[config.mk]
export PLATFORM = sky130hd
export DESIGN_NAME = hslp_div_16by8_flat
export DESIGN_NICKNAME = d
export VERILOG_FILES = /design/src/rtl/hslp_div_16by8_if.sv /design/src/rtl/hslp_div_16by8.sv /design/src/flat_wrapper.sv
export SDC_FILE = /design/constraint.sdc
export NUM_CORES = 1
export LEC_CHECK = 0
export ABC_AREA = 1
export CORE_MARGIN = 8
export CORE_UTILIZATION = 40
export CTS_CLUSTER_SIZE = 24
export DETAILED_ROUTE_END_ITERATION = 6
export PLACE_DENSITY_LB_ADDON = 0.3
export SETUP_SLACK_MARGIN = 0.2
export SYNTH_ARGS = -nofsm -noshare
export SYNTH_HDL_FRONTEND = slang
export SYNTH_SLANG_ARGS = --single-unit
[constraint.sdc]
create_clock -name clk -period 2.9 [get_ports clk]
set_clock_uncertainty 0.15 [all_clocks]
set_input_delay 0.29 -clock clk [delete_from_list [all_inputs] [get_ports clk]]
set_output_delay 0.29 -clock clk [all_outputs]
set_load 0.1 [all_outputs]
[src/rtl/hslp_div_16by8_if.sv]
// hslp_div_16by8_if: valid/ready operand and result bus for the restoring divider
interface hslp_div_16by8_if #(parameter int W = 8);
  logic in_valid, in_ready, out_valid, out_ready, ovf, dz;
  logic [2*W-1:0] prod;
  logic [W-1:0] b, quo, rem;
  modport master(output in_valid, prod, b, out_ready, input in_ready, out_valid, quo, rem, ovf, dz);
  modport slave(input in_valid, prod, b, out_ready, output in_ready, out_valid, quo, rem, ovf, dz);
endinterface

[src/rtl/hslp_div_16by8.sv]
// hslp_div_16by8: sequential restoring divider, 2W-bit dividend by W-bit divisor, one quotient bit per clock
module hslp_div_16by8 #(parameter int W = 8) (
  input logic clk,
  input logic rst,
  hslp_div_16by8_if.slave bus
);
  localparam int CW = $clog2(W + 1);
  typedef enum logic [1:0] {IDLE, RUN, DONE} state_t;
  state_t state_q;
  logic [W-1:0] r_q, r_d, q_q, q_d, b_q, quo_q, rem_q;
  logic [W:0] r_sh;
  logic [CW-1:0] cnt_q;
  logic in_ready_q, out_valid_q, ovf_q, dz_q, ge;
  // partial remainder stays below b, so W bits suffice outside the shifted compare
  always_comb begin
    r_sh = {r_q, q_q[W-1]};
    ge = r_sh >= {1'b0, b_q};
    r_d = ge ? W'(r_sh - {1'b0, b_q}) : r_sh[W-1:0];
    q_d = {q_q[W-2:0], ge};
  end
  always_ff @(posedge clk or posedge rst)
    if (rst) begin
      state_q <= IDLE;
      in_ready_q <= 1'b1;
      out_valid_q <= 1'b0;
      quo_q <= '0;
      rem_q <= '0;
      ovf_q <= 1'b0;
      dz_q <= 1'b0;
      cnt_q <= '0;
      r_q <= '0;
      q_q <= '0;
      b_q <= '0;
    end else
      case (state_q)
        IDLE: if (bus.in_valid) begin
          b_q <= bus.b;
          r_q <= bus.prod[2*W-1:W];
          q_q <= bus.prod[W-1:0];
          cnt_q <= CW'(W);
          in_ready_q <= 1'b0;
          if (bus.b == '0 || bus.prod[2*W-1:W] >= bus.b) begin
            state_q <= DONE;
            out_valid_q <= 1'b1;
            quo_q <= '1;
            rem_q <= '0;
            dz_q <= bus.b == '0;
            ovf_q <= bus.b != '0;
          end else
            state_q <= RUN;
        end
        RUN: begin
          r_q <= r_d;
          q_q <= q_d;
          cnt_q <= cnt_q - CW'(1);
          if (cnt_q == CW'(1)) begin
            state_q <= DONE;
            out_valid_q <= 1'b1;
            quo_q <= q_d;
            rem_q <= r_d;
            ovf_q <= 1'b0;
            dz_q <= 1'b0;
          end
        end
        DONE: if (bus.out_ready) begin
          state_q <= IDLE;
          out_valid_q <= 1'b0;
          in_ready_q <= 1'b1;
        end
        default: state_q <= IDLE;
      endcase
  assign bus.in_ready = in_ready_q;
  assign bus.out_valid = out_valid_q;
  assign bus.quo = quo_q;
  assign bus.rem = rem_q;
  assign bus.ovf = ovf_q;
  assign bus.dz = dz_q;
endmodule

[src/flat_wrapper.sv]
// flat-port wrapper written by rule: the top's interface ports become plain ports
module hslp_div_16by8_flat 
#(parameter int W = 8)
  (clk, rst, bus_in_valid, bus_prod, bus_b, bus_out_ready, bus_in_ready, bus_out_valid, bus_quo, bus_rem, bus_ovf, bus_dz);
  hslp_div_16by8_if #(.W(W)) bus_i ();
  input logic clk;
  input logic rst;
  input wire logic [$bits(bus_i.in_valid)-1:0] bus_in_valid;
  input wire logic [$bits(bus_i.prod)-1:0] bus_prod;
  input wire logic [$bits(bus_i.b)-1:0] bus_b;
  input wire logic [$bits(bus_i.out_ready)-1:0] bus_out_ready;
  output wire logic [$bits(bus_i.in_ready)-1:0] bus_in_ready;
  output wire logic [$bits(bus_i.out_valid)-1:0] bus_out_valid;
  output wire logic [$bits(bus_i.quo)-1:0] bus_quo;
  output wire logic [$bits(bus_i.rem)-1:0] bus_rem;
  output wire logic [$bits(bus_i.ovf)-1:0] bus_ovf;
  output wire logic [$bits(bus_i.dz)-1:0] bus_dz;
  assign bus_i.in_valid = bus_in_valid;
  assign bus_i.prod = bus_prod;
  assign bus_i.b = bus_b;
  assign bus_i.out_ready = bus_out_ready;
  assign bus_in_ready = bus_i.in_ready;
  assign bus_out_valid = bus_i.out_valid;
  assign bus_quo = bus_i.quo;
  assign bus_rem = bus_i.rem;
  assign bus_ovf = bus_i.ovf;
  assign bus_dz = bus_i.dz;
  hslp_div_16by8 #(.W(W)) u_core (.clk(clk), .rst(rst), .bus(bus_i));
endmodule
==> results.toml <==
[outcome]
status = "finished, final reports clean"

[clock_network]
postCtsHoldBufs = 0
cts_root_buffer = "clkbuf_8"
clk_pin_slew_ps = 110
cts_max_level = 2
cts.sinks = 50
cts_resized = 0
clock_latency_ps = 310
post_cts_buffers = 0
cts_tree = "yes"
ctsLongestPathBuffers = 2
cts_buffers = 5

[critical_path]
worstPathRequired_ps = 2960
arrival_ps = 2240
critPathSlowestCell = "dfrtp_1"
crit_type = "flop to flop"
path_max_fanout = 10
max_stage_delay_ps = 430
start_kind = "flop"
end_kind = "flop"
crit_top_cell = "nand2_1"
crit_path_cell_trace = "ha_1 -> nand2_1 -> nand2_1 -> a21oi_1 -> nand3_1 -> nor2_4 -> nand2_1 -> nand3_1 -> inv_1 -> nand2_1 -> nand2_1"

[synth]
synth.top_cells.by_count = "137 x nand2_1, 58 x inv_1, 49 x dfrtp_1"
ys_seq_elements = 50
postSynthCellCount = 406
syn_avg_cell_area_sq_um = 7.49
netlist_top_cells_area = "dfrtp_1 40%, nand2_1 17%, ha_1 7.4%"
synth_top_cell_by_area = "dfrtp_1"
yosys_warnings = 0
syn_area_sq_um = 3040
synth.most_common_cell = "nand2_1"
ys_seq_area_share_pct = 41.2
synth_edf_count = 0
synth_top_area_share_pct = 40.3
syn_nets = 453
ys_async_sr_fraction_pct = 100
synthDistinctLibCells = 33
synthFlopType = "dfrtp_1"

[drt]
routed_wl_microns = 7440
drt-initial-drc-count = 106
drc_errors = 0
first_pass_iters = 4
routedWlPerCell_microns = 13.4
detail-route-antenna-nets = 0
vias = 2614
vias_per_cell = 4.72

[sta]
slew_viol_final = 0
setup_viol = 0
maxSlewHeadroom_pct = 57.1
rsz0062_at_grt = "no"
finalCritPeriodShare_pct = 75.0
setup_tns_ps = 0
hold_viol = 0
fmax_mhz = 459
layout_min_cycle_time_ps = 2180
tightest_slew_ps = 643

[flow_run]
cap_violations = 0

[global_routing]
grt.overflow.total = 0
grt_pass1_wl_microns = 12400
antenna_found_initial = 0
grt_max_degree = 51
grt_pass1_vias = 2558
grt_usage_pct = 14.8

[layout]
n_fill_cell = 775
layout-drive-gt1-share_pct = 10.4
syn2layout_area_growth_pct = 19.7
antenna_cells = 0
fin_nets = 498

[die]
initial_core_util_pct = 40.4
die-area_sq_um = 10700
rows = 32
ioPinCount = 48
die_x_microns = 103
fp.coreArea_sq_um = 7530
dieHeight_microns = 103

[place]
gp_congestion = 0.858
dp_hpwl_microns = 5700
io_buffers = 47

[hold_path]
worstHoldPathType = "input pin to asynchronous set/reset pin"
[worst max-delay path, delay by kind of cell (launching register included)]
| family | cells | cell delay (ps) |
|---|---|---|
| flip-flops | 1 | 430 |
| AO/OA/AOI/OAI | 1 | 180 |
| buffers and inverters | 1 | 60 |
| AND/OR/NAND/NOR | 8 | 880 |
| adder cells (fa/ha/maj) | 1 | 370 |
[flip-flops by register name, summed over array words and instances, names as in the netlist]
register,cells
u_core.b_q,8
u_core.bus.dz,1
u_core.bus.in_ready,1
u_core.bus.out_valid,1
u_core.bus.ovf,1
u_core.bus.quo,8
u_core.bus.rem,8
u_core.cnt_q,4
u_core.q_q,8
u_core.r_q,8
u_core.state_q,2
[through the flow]
step / hold WS, ps / worst slack (ps) / area (sq um) / instances / util, %
global placement: 318 / 463 / 3520 / 546 / 46.8
CTS: 340 / 708 / 3640 / 554 / 48.4
floorplan: 257 / 1090 / 3040 / 406 / -
finish: 312 / 724 / 3640 / 554 / 48.4
detailed placement: 315 / 386 / 3520 / 546 / 46.8
global route: 360 / 531 / 3640 / 554 / 48.4
[area by class of cell]
class,instances,area (sq um),area share [%]
tap,102,128,3.51
timing repair buffer,50,443,12.2
clock buffer,5,68.8,1.89
sequential,50,1250,34.4
multi-input combinational,281,1470,40.2
inverter,63,236,6.49
clock inverter,3,47.5,1.31
[cells by family after synthesis]
logic type,after synthesis,share of synthesized area [%]
AND/OR/NAND/NOR,205,28.6
flip-flops,50,41.2
buffers and inverters,75,10.7
adder cells (fa/ha/maj),19,8.06
XOR/XNOR,3,0.864
AO/OA/AOI/OAI,54,10.7
[routing by layer]
layer / up-vias / share of wire [%] / track usage [%]
li1: 1370 / - / -
met1: 1205 / 47 / 20.0
met2: 35 / 49 / 24.0
met5: - / 0 / 0
met3: 4 / 3.5 / 3.01
met4: 0 / 0.74 / 2.67
[layout by cell type, fill, tap and decap left out, types with 2 or more instances in the layout]
| cell type | Yosys | routed |
|---|---|---|
| a21oi_1 | 8 | 8 |
| nand2_1 | 137 | 137 |
| or2_1 | 4 | 4 |
| or2_0 | 2 | 2 |
| nor2_4 | 4 | 4 |
| clkdlybuf4s50_1 | 0 | 27 |
| nand4_1 | 2 | 2 |
| o21ai_1 | 4 | 4 |
| o21ai_0 | 25 | 25 |
| inv_2 | 5 | 6 |
| inv_1 | 58 | 57 |
| dfrtp_1 | 49 | 49 |
| nor2_1 | 20 | 20 |
| inv_6 | 0 | 2 |
| a21boi_0 | 3 | 3 |
| buf_4 | 2 | 23 |
| ha_1 | 18 | 18 |
| clkbuf_8 | 0 | 5 |
| o211ai_1 | 6 | 6 |
| nand3_1 | 33 | 33 |
| nor2_2 | 2 | 2 |
| xor2_1 | 3 | 3 |
[final timing paths]
check	depth (start not counted)	slack (ps)	startpoint	endpoint
worst max-delay path	11	720	u_core.r_q[5]$_DFFE_PP0P_	u_core.bus.rem[0]$_DFFE_PP0P_
min in group clk	2	330	u_core.bus.quo[2]$_DFFE_PP0P_	u_core.bus.quo[2]$_DFFE_PP0P_
worst max register to register	11	720	u_core.r_q[5]$_DFFE_PP0P_	u_core.bus.rem[0]$_DFFE_PP0P_
max in group asynchronous	3	1860	rst	u_core.r_q[7]$_DFFE_PP0P_
worst min-delay path	3	310	rst	u_core.q_q[5]$_DFFE_PP0P_
worst min register to register	2	330	u_core.bus.quo[2]$_DFFE_PP0P_	u_core.bus.quo[2]$_DFFE_PP0P_
Power is not shown: default switching activity piles up to over one toggle a cycle in this logic, so the estimate is an artifact.
